[src/rtl/led_scan.sv]
// rtl/led_scan.sv - four-digit multiplexed seven-segment driver with frame-synchronous commit
module led_scan #(
    parameter int SCAN_DIV  = 16,
    parameter int BLANK_CYC = 2,
    parameter int CNT_W     = 16
) (
    input  logic        clk,
    input  logic        rst,
    input  logic [15:0] data_in,
    input  logic [3:0]  dp_in,
    input  logic        data_vld,
    output logic [7:0]  LED_O,
    output logic [3:0]  LED_SEL,
    output logic        indi
);

    localparam logic [CNT_W-1:0] CNT_LAST  = CNT_W'(SCAN_DIV - 1);
    localparam logic [CNT_W-1:0] CNT_BLANK = CNT_W'(BLANK_CYC);

    logic [CNT_W-1:0] cnt_q, cnt_d;
    logic [1:0]       idx_q, idx_d;
    logic [19:0]      shadow_q, shadow_d;
    logic [19:0]      disp_q, disp_d;
    logic             pending_q, pending_d;
    logic [7:0]       led_q, led_d;
    logic [3:0]       sel_q, sel_d;
    logic             indi_q, indi_d;
    logic             slot_end;
    logic             commit;
    logic [3:0]       nibble;
    logic             dp_bit;

    // Active-low segments a..g in bits [6:0]
    function automatic logic [6:0] hex_seg(input logic [3:0] v);
        logic [6:0] s;
        case (v)
            4'h0: s = 7'h40;
            4'h1: s = 7'h79;
            4'h2: s = 7'h24;
            4'h3: s = 7'h30;
            4'h4: s = 7'h19;
            4'h5: s = 7'h12;
            4'h6: s = 7'h02;
            4'h7: s = 7'h78;
            4'h8: s = 7'h00;
            4'h9: s = 7'h10;
            4'hA: s = 7'h08;
            4'hB: s = 7'h03;
            4'hC: s = 7'h46;
            4'hD: s = 7'h21;
            4'hE: s = 7'h06;
            default: s = 7'h0E;
        endcase
        return s;
    endfunction

    always_comb begin
        slot_end  = (cnt_q == CNT_LAST);
        commit    = slot_end && (idx_q == 2'd3) && pending_q;
        cnt_d     = slot_end ? '0 : cnt_q + CNT_W'(1);
        idx_d     = idx_q + {1'b0, slot_end};
        shadow_d  = data_vld ? {dp_in, data_in} : shadow_q;
        disp_d    = commit ? shadow_q : disp_q;
        indi_d    = indi_q ^ commit;
        // A strobe in the commit cycle re-arms pending for the following frame
        pending_d = data_vld ? 1'b1 : (commit ? 1'b0 : pending_q);
        nibble    = disp_q[{idx_q, 2'b00} +: 4];
        dp_bit    = disp_q[5'd16 + {3'b000, idx_q}];
        sel_d     = (cnt_q < CNT_BLANK) ? 4'hF : ~(4'b0001 << idx_q);
        led_d     = {~dp_bit, hex_seg(nibble)};
    end

    always_ff @(posedge clk or negedge rst) begin
        if (!rst) begin
            cnt_q     <= '0;
            idx_q     <= 2'd0;
            shadow_q  <= '0;
            disp_q    <= '0;
            pending_q <= 1'b0;
            led_q     <= 8'hFF;
            sel_q     <= 4'hF;
            indi_q    <= 1'b0;
        end else begin
            cnt_q     <= cnt_d;
            idx_q     <= idx_d;
            shadow_q  <= shadow_d;
            disp_q    <= disp_d;
            pending_q <= pending_d;
            led_q     <= led_d;
            sel_q     <= sel_d;
            indi_q    <= indi_d;
        end
    end

    assign LED_O   = led_q;
    assign LED_SEL = sel_q;
    assign indi    = indi_q;

endmodule

[config.mk]
export PLATFORM = sky130hd
export DESIGN_NAME = led_scan
export DESIGN_NICKNAME = d
export VERILOG_FILES = /design/src/rtl/led_scan.sv
export SDC_FILE = /design/constraint.sdc
export NUM_CORES = 1
export LEC_CHECK = 0
export CORE_AREA = 3 3 93 95
export DETAILED_ROUTE_END_ITERATION = 10
export DIE_AREA = 0 0 96 98
export PLACE_DENSITY = 0.67
export SYNTH_ARGS = -nofsm -noshare
export SYNTH_HDL_FRONTEND = slang
export SYNTH_SLANG_ARGS = --single-unit
[constraint.sdc]
create_clock -name clk -period 2.8 [get_ports clk]
set_input_delay 0.56 -clock clk [delete_from_list [all_inputs] [get_ports clk]]
set_output_delay 0.56 -clock clk [all_outputs]
set_load 0.01 [all_outputs]
# Word level (Yosys, flattened, before mapping)
# Memory sizes are Yosys's and may differ from the RTL's. A register that Yosys moved wholly into a read port is not among the register bits.
# Index checks and enable logic that the tools add are counted.
[classes] addsub=3 magnitude_cmp=2 eq_ne=2 n_shift=2 n_mux=6 n_bitwise=3 reduce_logical=4
[ops] op="indexed part select 20 x 5 -> 4 bit" count=1
[ops] op="adder 16 x 1 -> 16 bit (second input constant)" count=1
[ops] op="equality test 16 x 4 -> 1 bit (second input constant)" count=1
[ops] op="less-than comparator 16 x 2 -> 1 bit (second input constant)" count=1
[ops] op="2-to-1 mux 16 bit" count=1
[ops] op="less-than comparator 5 x 6 -> 1 bit (second input constant)" count=1
[ops] op="adder 5 x 2 -> 5 bit (first input constant)" count=1
[ops] op="binary-select mux 1 bit (select 5 bit)" count=1
[ops] op="2-to-1 mux 4 bit" count=1
[ops] op="inverter 4 bit" count=1
[ops] op="<< shifter 1 x 2 -> 4 bit (first input constant)" count=1
[ops] op="2-to-1 mux 1 bit" count=3
[ops] op="adder 2 x 1 -> 2 bit" count=1
[ops] op="equality test 2 bit (second input constant)" count=1
[ops] op="logical AND 1 bit" count=2
[ops] op="nonzero test 2 bit" count=1
[ops] op="logical NOT 1 bit" count=1
[ops] op="inverter 1 bit" count=1
[ops] op="bitwise XOR 1 bit" count=1
[word_totals] ff_bits=72 mem_bits_ro=112 in_bits=23 out_inout_bits=13 memories=1
[mem_list] name="(name not given)" depth=16 width=7 read_ports=1 rd_clocked_by_memory_dff=1 wr=0 line="36" source="case (v)"

# Logic depth before layout (Yosys ltp)
# Gate-level depths: netlist (run 1).
[depth] ltp_word=5 depth_mapped=7 mapped_depth_nobuf=6

# Least setup slack after synthesis (run 1)
# No wires, ideal clock.
[synth_timing] path_type="flip-flop to flip-flop" from="register cnt_q[0]" to="register disp_q[0]" setup_time_ns=0.125 arrival_ns=1.739 setup_slack_ns=0.936 stages_incl_launch_ff=8 n_path_buf=2 period_less_slack_ns=1.864 path_cell_list="dfrtp_1 ha_1 nand3_1 and4b_1 buf_4 and4_4 buf_12 mux2_4"
[synth_between] elab_chain_len=3
[synth_rtl] item="from (decl)" line="20" source="logic [CNT_W-1:0] cnt_q, cnt_d;"
[synth_rtl] item="from (signal assigned)" line="84" source="cnt_q <= cnt_d;"
[synth_rtl] item="equality test 16 x 4 -> 1 bit" line="58" source="slot_end = (cnt_q == CNT_LAST);"
[synth_rtl] item="logical AND 1 bit (2 in a row)" line="59" source="commit = slot_end && (idx_q == 2'd3) && pending_q;"
[synth_rtl] item="to (signal assigned)" line="87" source="disp_q <= disp_d;"
[synth_rtl] item="to (decl)" line="23" source="logic [19:0] disp_q, disp_d;"
# No other way between the ends.
# A chain may end at the register's enable or synchronous reset.

# Final worst setup path (run 1)
[layout_timing] from="register cnt_q[0]" to="register disp_q[19]"
# Same word-level chain as after synthesis.

==> reports/summary.txt, run 1 <==
status: completed
crit path buf inv count: 0
Worst EP required: 3030 ps
commonest non-fill, non-tap cell in the layout: dfrtp_1
clock slew seen by the registers of the worst setup and hold paths: 80 ps
fin nets: 289
startpoint type of the worst setup path: register
Worst path top cell family by delay: simple AND/OR/NAND/NOR gates
DR vias/cell: 4.841
DP Worst Slack: 640.3 ps
reg2reg setup slack: 640 ps
setup slack after layout: 635.2 ps
CORE AREA: 0.007807 mm^2
crit path max fanout: 21
CP Capture Type: register
Longest Clk Path Bufs: 2
worst reg2reg endpoint: disp_q[19]
TritonCTS buffer count: 9
IO Count: 36
initial antenna violation count: 0
Seq/Total Area, Yosys: 57.55%
global-route wire length before repair: 8976 um
Placer Congestion: 0.7733
Post-CTS Setup Bufs: 0
post-synth cell types: 40
Int Pwr: 1582 uW
TritonCTS clock tree: yes
post-CTS sizing: 0
number of synthesized register bits: 72
Die W: 96 um
top cells by area, synth: dfrtp_1 48%, dfstp_2 10%, mux2_4 9.0%
register area: 0.001817 mm^2
H-tree depth: 3
final WL: 5140 um
Setup CP Type: register to register
Worst Path Arrival: 2400 ps
highest clock rate: 461.9 MHz
vias in the first global route: 1,851
Logic pwr share: 4.6%
num rows: 32
RSZ-0062 raised after global routing: no
proportion of layout cells with a drive suffix above 1: 31.18%
synth-to-layout area growth: 20.25%
Die Height: 98 um
hold_ws: 123.8 ps
CP Cell Sequence: ha_1, nand3_1, and4b_1, and4_4, mux2_2
max incr delay on CP: 530 ps
min Tclk post-route: 2165 ps
area occupied by multi-input gates: 0.001239 mm^2
Cell Area, Synth: 0.003157 mm^2
Sw Pwr: 432.9 uW
Tightest Pin Transition: 543.4 ps
slew margin rel.: 63.77%
DRC violations left: 0
Slowest-stage cell, CP: and4_4
top cell type by total area after synthesis: dfrtp_1
initial drt markers: 81
Reg2Reg Launch Point: cnt_q[0]
initial core utilization: 40.43%
top cell type's share of synthesized area: 47.56%
Root Driver: clkbuf_8
Routed Antenna Nets: 0
Final HPWL DP: 3511 um
HP Class: primary input to asynchronous set/reset pin
most frequent cells in the layout: 60 x dfrtp_1, 34 x clkdlybuf4s50_1, 23 x mux2_2, 19 x mux2_4, 12 x dfstp_2
fill cell count: 692
Post-Syn Instances: 218
Diodes inserted: 0
Hold Fails Final Rpt: 0
skew final: 10.69 ps
Synthesis Warnings: 0
Max Cap Violations: 0
pin count of the biggest net entering global routing: 58
Die Area: 0.009408 mm^2
DR vias: 1,767
WL per Instance: 14.08 um
final worst-path cycle share: 77.31%
setup tns final: 0 ps
Clock power frac: 41.6%
Clk Latency, worst-skew pair: 340 ps
DRT Pass-1 Iters: 4
Power Density: 530.8 mW/mm^2
IO buf count: 35
Post-CTS Hold Buffers: 0
# setup viols final: 0
Worst IR Drop VDD: 0.2481 mV
switching part of the total power: 21.48%
synthesized area per cell: 14.48 um^2
max-slew violation count: 0
Flop pwr share: 53.8%
Total GRT Usage: 12.44%
final global-route overflow total: 0
CTS sink cnt: 72
cells on worst reg2reg path: 5
Post-Syn Nets: 249
Leak: 0.001641 uW
-- cells in the mapped netlist, drive strengths merged --
library cell,instances
or3b,1
and3,1
a22o,1
or4,1
o21a,3
dfrtp,60
xor2,9
a21o,1
clkbuf,3
nor3,4
mux2,42
mux4,5
nand2,7
o21ai,4
and2,1
o2bb2ai,1
nor2b,2
and4b,1
xnor2,6
o31ai,1
nand4,1
inv,9
or3,1
nor4,4
a21oi,1
dfstp,12
ha,8
a22oi,1
nor2,7
nand2b,2
and4,1
buf,5
nand3b,2
nand3,10
-- per-stage QoR --
step | power, uW | cell area [um^2] | util (%) | std cells
6_report | 2015 | 3796 | 48.62 | 365
5_1_grt | 2103 | 3796 | 48.62 | 365
4_1_cts | 2050 | 3796 | 48.62 | 365
3_5_place_dp | 1199 | 3590 | 45.98 | 349
3_3_place_gp | 1197 | 3590 | 45.98 | 349
2_1_floorplan | 1134 | 3157 | - | 218
-- cell families after synthesis --
group,after synthesis,synth area share (%)
simple gates,46,8.324
compound gates,13,2.774
mux,47,20.81
xor+xnor,15,4.162
flops,72,57.55
fa+ha+maj,8,3.171
buf+inv,17,3.210
-- worst max-delay path by stage --
stage              from    endpoint  slack [ps]  cells after the start
2_1_floorplan  cnt_q[0]   disp_q[0]         940                      7
3_3_place_gp   idx_q[0]    LED_O[0]         670                      5
3_5_place_dp   idx_q[0]    LED_O[0]         640                      5
4_1_cts        idx_q[0]    LED_O[0]         620                      5
5_1_grt        idx_q[0]    LED_O[0]         440                      5
6_report       cnt_q[0]  disp_q[19]         640                      5
-- final cells by class --
type / count / area share (%)
Sequential cell: 72 / 47.86
Multi-Input combinational cell: 129 / 32.63
Timing Repair Buffer: 37 / 9.822
Clock buffer: 11 / 3.988
Tap cell: 102 / 3.362
Clock inverter: 5 / 1.450
Inverter: 9 / 0.8899
-- registers in the layout, indices dropped and copies added (netlist names) --
| name | cells |
|---|---|
| LED_O | 8 |
| LED_SEL | 4 |
| cnt_q | 16 |
| disp_q | 20 |
| idx_q | 2 |
| indi | 1 |
| pending_q | 1 |
| shadow_q | 20 |
-- power by group through the flow --
stage	logic, uW	clock network [uW]	registers [uW]
2_1_floorplan	35.4	0	1100
3_3_place_gp	93.1	0	1100
3_5_place_dp	95.1	0	1100
4_1_cts	95.2	870	1080
5_1_grt	103	912	1090
6_report	92.1	839	1080
-- layer usage --
metal  vias up  track usage (%)  routed length [um]
met4         0            4.267                  65
met2        35            19.44                2509
li1        846                -                   -
met3         6            4.391                 239
met1       880            15.92                2325
met5         -                0                   0
Power figures use the tool's default switching activity.
==> run 2: changes to the inputs <==
--- a/config.mk
+++ b/config.mk
@@ -8,7 +8,7 @@
 export CORE_AREA = 3 3 93 95
 export DETAILED_ROUTE_END_ITERATION = 10
 export DIE_AREA = 0 0 96 98
-export PLACE_DENSITY = 0.67
+export PLACE_DENSITY = 0.7
 export SYNTH_ARGS = -nofsm -noshare
 export SYNTH_HDL_FRONTEND = slang
 export SYNTH_SLANG_ARGS = --single-unit
==> constraint.sdc (replaced) <==
create_clock -name clk -period 1.75 [get_ports clk]
set_input_delay 0.35 -clock clk [delete_from_list [all_inputs] [get_ports clk]]
set_output_delay 0.35 -clock clk [all_outputs]
set_load 0.01 [all_outputs]
==> run 2 against run 1 <==
Against the previous run:
- the flow now finishes with violations (negative setup slack)
- worst setup slack got worse by 770 ps
- clock power is 120% higher
- final cell count rose by 8.2%
- combinational power is 65% higher
- via count grew 10%
- global-route usage increased by 0.75 points
- sequential cell count unchanged
- largest power group is now clock
- sequential share of layout area is 5.4 points lower
- critical path depth stayed put
==> reports/summary.txt, run 2 (synthesis results as in run 1) <==
most frequent cells in the layout: 59 x dfrtp_1, 26 x buf_4, 23 x mux2_2, 22 x clkdlybuf4s50_1, 19 x mux2_4
CP Cell Sequence: nor4_4, and4b_1, and4_4, buf_12, mux2_4
Routed Antenna Nets: 0
min Tclk post-route: 1885 ps
switching part of the total power: 18.59%
Placer Congestion: 0.7871
Diodes inserted: 0
max incr delay on CP: 430 ps
Regs by FF count: disp_q: 20 flops, shadow_q: 20 flops, cnt_q: 16 flops
DRC violations left: 0
Total GRT Usage: 13.18%
status: finished, violations left
Int Pwr: 3038 uW
final global-route overflow total: 0
CTS sink cnt: 72
Final HPWL DP: 3800 um
crit path buf inv count: 1
DR vias: 1,949
CORE AREA: 0.007807 mm^2
TritonCTS clock tree: yes
IO Count: 36
DR vias/cell: 4.934
skew final: 6.148 ps
initial core utilization: 40.43%
Die Height: 98 um
Longest Clk Path Bufs: 2
startpoint type of the worst setup path: register
Tightest Pin Transition: 370.7 ps
Final Cell Area: 0.004284 mm^2
initial antenna violation count: 0
crit path max fanout: 13
Max Cap Violations: 0
proportion of layout cells with a drive suffix above 1: 44.37%
Flop pwr share: 46.7%
Hold Fails Final Rpt: 0
Worst Path Arrival: 2110 ps
Worst IR Drop VDD: 0.4800 mV
Sw Pwr: 693.7 uW
synth-to-layout area growth: 35.71%
global-route wire length before repair: 9411 um
WL per Instance: 15.68 um
fill cell count: 637
# setup viols final: 20
Die W: 96 um
Clk Latency, worst-skew pair: 340 ps
Logic pwr share: 4.1%
WL met2: 3013 um
max-slew violation count: 0
HP Class: primary input to asynchronous set/reset pin
IO buf count: 35
fin nets: 319
Final Power: 3731 uW
clock slew seen by the registers of the worst setup and hold paths: 70 ps
vias in the first global route: 1,934
Die Area: 0.009408 mm^2
highest metal used: met4
final worst-path cycle share: 107.7%
Post-Place Cell Area: 0.003802 mm^2
final cell count without fillers: 395
setup slack after layout: -134.8 ps
Root Driver: clkbuf_8
DR WL met3: 256 um
Power Density: 871.0 mW/mm^2
Worst path top cell family by delay: simple AND/OR/NAND/NOR gates
reg2reg setup slack: -130 ps
RSZ-0062 raised after global routing: yes
final WL: 6193 um
TritonCTS buffer count: 9
initial drt markers: 62
Slowest-stage cell, CP: dfrtp_1
highest clock rate: 530.6 MHz
Leak: 0.001935 uW
H-tree depth: 3
slew margin rel.: 75.29%
violated checks: negative setup slack
Worst EP required: 1980 ps
met1 wire length: 2843 um
Setup CP Type: register to register
Cells after DPL: 373
pin count of the biggest net entering global routing: 73
commonest non-fill, non-tap cell in the layout: dfrtp_1
num rows: 32
Clock power frac: 49.3%
setup tns final: -2270 ps
DRT Pass-1 Iters: 4
CP Capture Type: register
[run 2: worst register-to-register path, cell delays in order (launching register included)]
cell and delay (ps):
dfrtp_1 430, nor4_4 330, and4b_1 260, and4_4 270, buf_12 170, mux2_4 310
[run 2: final timing paths]
kind / startpoint / end / depth (start not counted)
hold reg to reg: indi / indi / 1
max in group asynchronous: rst / LED_SEL[0] / 2
setup / recovery: cnt_q[7] / disp_q[5] / 5
min in group clk: indi / indi / 1
hold / removal: rst / disp_q[0] / 2
setup reg to reg: cnt_q[7] / disp_q[5] / 5
[run 2: what timing repair did]
| action | in CTS | in global routing |
|---|---|---|
| pin swaps | 1 | 6 |
| setup endpoints to repair | 33 | 38 |
| cloned | 0 | 1 |
| setup buffers | 2 | 3 |
| gates resized for setup | 10 | 27 |
| hold buffers | 0 | 0 |
[run 2: power by group through the flow]
stage	clock network, uW	registers [uW]	logic (uW)
final	1840	1740	152
after detailed placement	0	1770	155
after global placement	0	1770	153
after CTS	1870	1740	157
after global routing	1940	1750	170
after floorplan	0	1760	56.7
[run 2: per-stage QoR]
stage | hold slack, ps | util [%] | setup WS [ps]
after floorplan | 54.41 | - | -84.60
after global placement | 405.6 | 48.70 | -92.05
after detailed placement | 411.9 | 48.70 | -111.7
after CTS | 38.63 | 52.71 | -90.27
after global routing | 54.60 | 54.87 | -201.0
final | 34.81 | 54.87 | -134.8
[run 2: metal layers]
layer  vias up  GRT usage (%)
met5         -              0
met4         0          6.018
met3         9          4.468
met2        41          18.53
met1       989          18.31
li1        910              -
[run 2: layout make-up]
type	instances	area (um^2)	area share [%]
clock buffer	10	127.6	2.979
clock inverter	6	155.1	3.621
inverter	9	38.79	0.9054
multi-input combinational	130	1381	32.24
sequential	72	1818	42.44
tap	102	127.6	2.979
timing repair buffer	66	635.6	14.84
